<file path="src/rtl/fsm_pkg.sv">
// Shared encodings for the run controller: slave states, controller states, error codes.
package fsm_pkg;

  typedef enum logic [1:0] {
    SLV_IDLE = 2'd0,
    SLV_S0   = 2'd1,
    SLV_S1   = 2'd2,
    SLV_S2   = 2'd3
  } slv_state_e;

  typedef enum logic [1:0] {
    C_IDLE = 2'd0,
    C_RUN  = 2'd1,
    C_REL  = 2'd2,
    C_ERR  = 2'd3
  } ctrl_state_e;

  typedef enum logic [1:0] {
    ERR_NONE    = 2'd0,
    ERR_TIMEOUT = 2'd1,
    ERR_SEQ     = 2'd2
  } err_code_e;

  // Counter width able to hold LIMIT-1, never narrower than one bit.
  function automatic int cnt_w(input int limit);
    return (limit <= 2) ? 1 : $clog2(limit);
  endfunction

endpackage

</file>
<file path="src/rtl/fsm_wdog.sv">
// Clear/enable cycle timer with a terminal-count flag raised when it has counted LIMIT-1.
module fsm_wdog
  import fsm_pkg::*;
#(
  parameter int LIMIT = 32
) (
  input  logic clk,
  input  logic n_rst,
  input  logic clr_i,
  input  logic en_i,
  output logic tc_o
);

  localparam int W = cnt_w(LIMIT);

  logic [W-1:0] cnt_q, cnt_d;

  always_comb begin
    cnt_d = cnt_q;
    if (clr_i)     cnt_d = '0;
    else if (en_i) cnt_d = cnt_q + 1'b1;
  end

  always_ff @(posedge clk) begin
    if (!n_rst) cnt_q <= '0;
    else        cnt_q <= cnt_d;
  end

  assign tc_o = (cnt_q == W'(LIMIT - 1));

endmodule

</file>
<file path="src/rtl/fsm_run_ctrl.sv">
// Start/done initiator for one slave FSM with run watchdog and run counter.
// Define SEQ_CHECK_EN to add the slave state-order check (err_code 10).
module fsm_run_ctrl
  import fsm_pkg::*;
#(
  parameter int TIMEOUT = 32,
  parameter int REL_CYC = 2,
  parameter int CNT_W   = 8
) (
  input  logic             clk,
  input  logic             n_rst,
  input  logic             go,
  input  logic             clr_err,
  input  logic [1:0]       slv_state,
  input  logic             slv_done,
  output logic             start,
  output logic             busy,
  output logic             run_done,
  output logic             err,
  output logic [1:0]       err_code,
  output logic [CNT_W-1:0] run_cnt
);

  ctrl_state_e      state_q, state_d;
  logic             start_q, start_d;
  logic             run_done_q, run_done_d;
  logic [1:0]       err_code_q, err_code_d;
  logic [CNT_W-1:0] run_cnt_q, run_cnt_d;
  logic             run_tc, rel_tc, seq_err;

  // Timers sit cleared outside their state, so each visit starts counting from zero.
  fsm_wdog #(.LIMIT(TIMEOUT)) u_run_wdog (
    .clk   (clk),
    .n_rst (n_rst),
    .clr_i (state_q != C_RUN),
    .en_i  (state_q == C_RUN),
    .tc_o  (run_tc)
  );

  fsm_wdog #(.LIMIT(REL_CYC)) u_rel_wdog (
    .clk   (clk),
    .n_rst (n_rst),
    .clr_i (state_q != C_REL),
    .en_i  (state_q == C_REL),
    .tc_o  (rel_tc)
  );

`ifdef SEQ_CHECK_EN
  logic [1:0] last_q, last_d;

  assign seq_err = (state_q == C_RUN) &&
                   ((slv_state < last_q) || (slv_done && (slv_state != SLV_S2)));

  always_comb begin
    last_d = last_q;
    if (state_q == C_IDLE && go) last_d = SLV_IDLE;
    else if (state_q == C_RUN)   last_d = slv_state;
  end

  always_ff @(posedge clk) begin
    if (!n_rst) last_q <= '0;
    else        last_q <= last_d;
  end
`else
  wire unused_slv_state = ^slv_state;
  assign seq_err = 1'b0;
`endif

  always_comb begin
    state_d    = state_q;
    start_d    = start_q;
    run_done_d = 1'b0;
    err_code_d = err_code_q;
    run_cnt_d  = run_cnt_q;
    case (state_q)
      C_IDLE: begin
        if (go) begin
          state_d = C_RUN;
          start_d = 1'b1;
        end
      end
      C_RUN: begin
        start_d = 1'b1;
        // Priority: sequence error, then done, then timeout.
        if (seq_err) begin
          state_d    = C_ERR;
          start_d    = 1'b0;
          err_code_d = ERR_SEQ;
        end else if (slv_done) begin
          state_d    = C_REL;
          start_d    = 1'b0;
          run_done_d = 1'b1;
          run_cnt_d  = run_cnt_q + 1'b1;
        end else if (run_tc) begin
          state_d    = C_ERR;
          start_d    = 1'b0;
          err_code_d = ERR_TIMEOUT;
        end
      end
      C_REL: begin
        start_d = 1'b0;
        if (rel_tc) state_d = C_IDLE;
      end
      C_ERR: begin
        start_d = 1'b0;
        if (clr_err) begin
          state_d    = C_IDLE;
          err_code_d = ERR_NONE;
        end
      end
      default: begin
        state_d = C_IDLE;
        start_d = 1'b0;
      end
    endcase
  end

  always_ff @(posedge clk) begin
    if (!n_rst) begin
      state_q    <= C_IDLE;
      start_q    <= 1'b0;
      run_done_q <= 1'b0;
      err_code_q <= ERR_NONE;
      run_cnt_q  <= '0;
    end else begin
      state_q    <= state_d;
      start_q    <= start_d;
      run_done_q <= run_done_d;
      err_code_q <= err_code_d;
      run_cnt_q  <= run_cnt_d;
    end
  end

  assign start    = start_q;
  assign busy     = (state_q != C_IDLE);
  assign run_done = run_done_q;
  assign err      = (state_q == C_ERR);
  assign err_code = err_code_q;
  assign run_cnt  = run_cnt_q;

endmodule

</file>
<file path="config.mk">
export PLATFORM = sky130hd
export DESIGN_NAME = fsm_run_ctrl
export DESIGN_NICKNAME = d
export VERILOG_FILES = /design/src/rtl/fsm_pkg.sv /design/src/rtl/fsm_wdog.sv /design/src/rtl/fsm_run_ctrl.sv
export SDC_FILE = /design/constraint.sdc
export NUM_CORES = 1
export LEC_CHECK = 0
export ABC_AREA = 1
export CAP_MARGIN = 10
export CELL_PAD_IN_SITES_DETAIL_PLACEMENT = 1
export CELL_PAD_IN_SITES_GLOBAL_PLACEMENT = 1
export CORE_MARGIN = 2
export CORE_UTILIZATION = 30
export CTS_BUF_LIST = sky130_fd_sc_hd__clkbuf_4 sky130_fd_sc_hd__clkbuf_8
export CTS_CLUSTER_DIAMETER = 40
export DETAILED_ROUTE_END_ITERATION = 12
export HOLD_SLACK_MARGIN = 0.03
export PLACE_DENSITY = 0.7
export SETUP_SLACK_MARGIN = 0.02
export SLEW_MARGIN = 25
export SYNTH_ARGS = -nofsm -noshare
export SYNTH_HDL_FRONTEND = slang
export SYNTH_SLANG_ARGS = --single-unit
</file>
<file path="constraint.sdc">
create_clock -name clk -period 1.9 [get_ports clk]
set_input_delay 0.38 -clock clk [delete_from_list [all_inputs] [get_ports clk]]
set_output_delay 0.38 -clock clk [all_outputs]
set_load 0.005 [all_outputs]
</file>
======== After elaboration in Yosys (flattened, before gate mapping) ========
Index checks and enable logic that the tools add are counted.
W data, S select, Z words.
cells by class
  add/subtract/negate cells ............... 3
  equal/unequal tests ..................... 12
  multiplexer cells ....................... 14
  bitwise gates (word level) .............. 1
  reductions and logical operators ........ 10
operators by type and width
  operator               number
  $mux W2                7
  $ne A2 B2 Y1 const B   6
  $add A8 B1 Y8 const B  1
  $pmux W2 S4            1
  $reduce_and A4 Y1      2
  $reduce_or A2 Y1       3
  $add A5 B1 Y5 const B  1
  $eq A5 B5 Y1 const B   1
  $eq A2 B2 Y1 const B   2
  $mux W1                4
  $pmux W2 S2            1
  $reduce_and A2 Y1      2
  $reduce_bool A2 Y1     2
  $ne A3 B3 Y1 const B   1
  $pmux W1 S3            1
  $eq A2 B1 Y1 const B   1
  $logic_not A2 Y1       1
  $ne A2 B1 Y1 const B   1
  $add A1 B1 Y1 const B  1
  $not A1 Y1             1
word-level totals
  bits in registers ....................... 20
  bits of input ports ..................... 7
  output and inout port bits .............. 14
  logic and storage cells ................. 47

======== Logic depth before layout (Yosys ltp) ========
  depth in word-level cells ............... 4
  mapped depth ............................ 9
  mapped depth without buffers ............ 9

======== Cells and area by module ========
A second synthesis with hierarchy kept.
unflattened totals
  cells, all modules ...................... 131
  area total of the unflattened synthesis .. 957.2 um^2
modules (own cells, without submodules)
  module                 times used  cells each  area an instance (um^2)  seq. area each (um^2)
  fsm_run_ctrl           1           92          678.2                    260.2
  fsm_wdog (u_run_wdog)  1           30          226.5                    100.1
  fsm_wdog (u_rel_wdog)  1           9           52.6                     20.0

======== Worst setup path before layout ========
No wires, ideal clock.
  path kind ............................... register to register
  from .................................... register u_run_wdog.cnt_q[0]
  to ...................................... register state_q[1]
  library setup time ...................... 0.123 ns
  arrival ................................. 1.133 ns
  data required time ...................... 1.777 ns
  path slack .............................. 0.644 ns
  cell stages (with the launch flop) ...... 10
  path buffers ............................ 0
  period minus slack after synthesis ...... 1.256 ns
  cells stage by stage .................... dfxtp_1 > ha_1 > nand2_1 > nor2_1 > ha_1 > nor2_1 > nand2_1 > nand2_1 > o21bai_1 > a21oi_1
between the ends
  longest elaborated chain between the ends .. 3
ends and longest elaborated chain
  item                                line                 RTL
  from (decl)                         fsm_wdog.sv:16       logic [W-1:0] cnt_q, cnt_d;
  from (signal assigned)              fsm_wdog.sv:26       else cnt_q <= cnt_d;
  $eq A5 B5 Y1                        fsm_wdog.sv:29       assign tc_o = (cnt_q == W'(LIMIT - 1));
  $ne A3 B3 Y1 (no source line)       --
  $reduce_and A4 Y1 (no source line)  --
  to (signal assigned)                fsm_run_ctrl.sv:126  state_q <= state_d;
  to (decl)                           fsm_run_ctrl.sv:24   ctrl_state_e state_q, state_d;
No other way between the ends.
A chain may end at the register's enable or synchronous reset.

======== Final worst setup path ========
  from .................................... register state_q[1]
  to ...................................... output busy
between the ends
  longest elaborated chain between the ends .. 1
ends and longest elaborated chain
  item                line                 RTL
  $reduce_bool A2 Y1  fsm_run_ctrl.sv:135  assign busy = (state_q != C_IDLE);
  to (decl)           fsm_run_ctrl.sv:17   output logic busy,
No other way between the ends.

==> flow_summary.toml <==
[sta]
rsz0062_at_grt = "false"
tns_ns = 0
hold_slack_ns = 0.458
drv_slew = 0
finClkSkew_ns = 0.00372
fin_crit_sh_pct = 92.9
max_freq_mhz = 567
layout_setup_ws_ns = 0.135
period_needed_ns = 1.77
finalHoldViolations = 0
setup_viol = 0

[logic_synthesis]
synthFlopType = "dfxtp_1"
yosys.cell_types.count = 24
synth_edf_count = 0
yosysMostFrequentCell = "nand2_1"
synth_area_sq_um = 870
syn-instance-count = 113
ys_top_cells_by_area = "dfxtp_1 (44%), nand2_1 (8.6%), nor2_1 (7.3%)"
ys_ff_latch = 19
yosysTopAreaCell = "dfxtp_1"
ys_warn_count = 0
syn_avg_cell_area_sq_um = 7.70
syn_nets = 123
async_flop_share_pct = 0
ys_seq_area_share_pct = 43.7
yosys.area.top_type_share_pct = 43.7
synthTopCellsByCount = "nand2_1 (20), dfxtp_1 (19), nor2_1 (17)"

[floorplan]
die_h_microns = 57.8
start_util_pct = 31.5
core-area_sq_mm = 0.00276
die_w_microns = 57.8
die_area_sq_mm = 0.00335
pin_count = 21
rows = 19

[cells_and_area]
final-instance-count-excl-fill = 164
syn2layout_area_growth_pct = 27.2
layout-drive-gt1-share_pct = 11.3
antenna_cells = 0
nets = 144

[routing]
dr.pass1.iters = 4
dr_total_vias = 761
drc = 0
wl_per_cell_microns = 11.2
ant_nets = 0
viasPerCell = 4.64
drt-initial-drc-count = 24
routed_wirelength_microns = 1830

[clock_tree]
clock_latency_ns = 0.29
cts_tree = "done"
htreeDepth = 1
numCtsBuffers = 3
cts_root_buf = "clkbuf_4"
postCtsSetupBuffers = 0
cts_max_path_buffers = 2
hold_buffers = 0
clock_sinks = 19
clkTransAtPathRegs_ns = 0.11

[worst_hold_path]
worstHoldPathType = "reg -> reg"

[grt]
grt.overflow.total = 0
grt_pass1_wl_microns = 3370
grt_max_degree = 11
antenna_found_initial = 0
grt_usage_pct = 13.0
grt_pass1_vias = 748

[place]
dp.cells = 160
place_hpwl_microns = 1480
portBuffers = 17
gp_congestion = 0.763
pre_cts_slack_ns = 0.256

[power]
cellLeakagePower_nw = 0.486
ir_drop_mv = 0.311
powerDensity_mw_per_mm2 = 726

[flow_run]
cap_violations = 0

[run_status]
status = "finished, final reports clean"

[setup_path]
critPathRequiredTime_ns = 1.52
endpoint_kind = "output pin"
arrival_ns = 1.39
critical_path_class = "reg -> out"
crit_fanout = 6
start_kind = "register"
## layout by cell type (no fill, tap or decap)
master,n
a21oi_1,8
a31oi_1,1
buf_4,1
clkbuf_4,4
clkdlybuf4s50_1,17
conb_1,1
dfxtp_1,17
dfxtp_2,2
ha_1,3
inv_1,16
inv_2,2
nand2_1,20
nand3_1,6
nand3_2,1
nand3_4,1
nand3b_1,1
nand4_1,2
nor2_1,17
nor2_2,1
nor2_4,2
nor3_4,1
nor3b_1,1
o21a_1,1
o21ai_0,4
o21bai_1,1
xor2_1,2
## path summary, 6_finish.rpt
kind / cells past startpoint / end / slack, ns / startpoint
worst max-delay path: 3 / busy / 0.13 / state_q[1]
worst min-delay path: 1 / u_run_wdog.cnt_q[0] / 0.46 / u_run_wdog.cnt_q[0]
worst max register to register: 9 / state_q[1] / 0.40 / u_run_wdog.cnt_q[0]
worst min register to register: 1 / u_run_wdog.cnt_q[0] / 0.46 / u_run_wdog.cnt_q[0]
## through the flow
stage / cell area, sq um / util, % / power (W)
finish: 1110 / 40.1 / 0.000803
global placement: 1070 / 38.9 / 0.000591
detailed placement: 1070 / 38.9 / 0.000597
global route: 1110 / 40.1 / 0.000860
CTS: 1100 / 40.1 / 0.000817
floorplan: 870 / - / 0.000533
## area by class of cell
class | instances | area, sq um
fillers | 359 | 1650
multi-input cells | 74 | 409
repair buffers | 18 | 178
clock buffers | 4 | 30.0
well taps | 31 | 38.8
flip-flops and latches | 19 | 383
inverters | 18 | 67.6
## sequential cells by signal, summed over array words and instances, names as in the netlist
register	cells
run_cnt	8
u_run_wdog.cnt_q	5
state_q	2
err_code	1
run_done	1
start	1
u_rel_wdog.tc_o	1
## worst max-delay path: stages, from the launching register on
cell,delay [ns]
dfxtp_2,0.42
nor2_1,0.09
inv_1,0.08
clkdlybuf4s50_1,0.51
## logic make-up (layout without fill, tap and decap cells)
logic type                 Yosys count  after routing  synth area share, %
AOI/OAI and AO/OA                   15             15                 9.35
xor gates and xnor gates             2              2                 2.01
adders and majority gates            3              3                 4.32
buffers and inverters               20             40                 9.21
DFF                                 19             19                 43.7
other                                1              1                0.431
and+or+nand+nor                     53             53                 30.9
## where the power goes
part	switching, W	leakage [nW]	internal (W)
clock	0.000119	0.0184	0.0000958
sequential	0.0000226	0.155	0.000421
combinational	0.0000788	0.313	0.0000664
total	0.000220	0.486	0.000583
## routing by layer
metal	routed length [microns]	track usage [%]	share of wire, %
met5	0	0	0
met4	29	5.98	1.6
met2	883	20.3	48
met1	845	17.2	46
met3	74	2.68	4.0
## timing repair
item / in CTS / in global routing
setup endpoints to repair: 1 / 2
resized for setup: 1 / 1
hold endpoints to repair: 0 / 0
(Power assumes the default switching activity.)
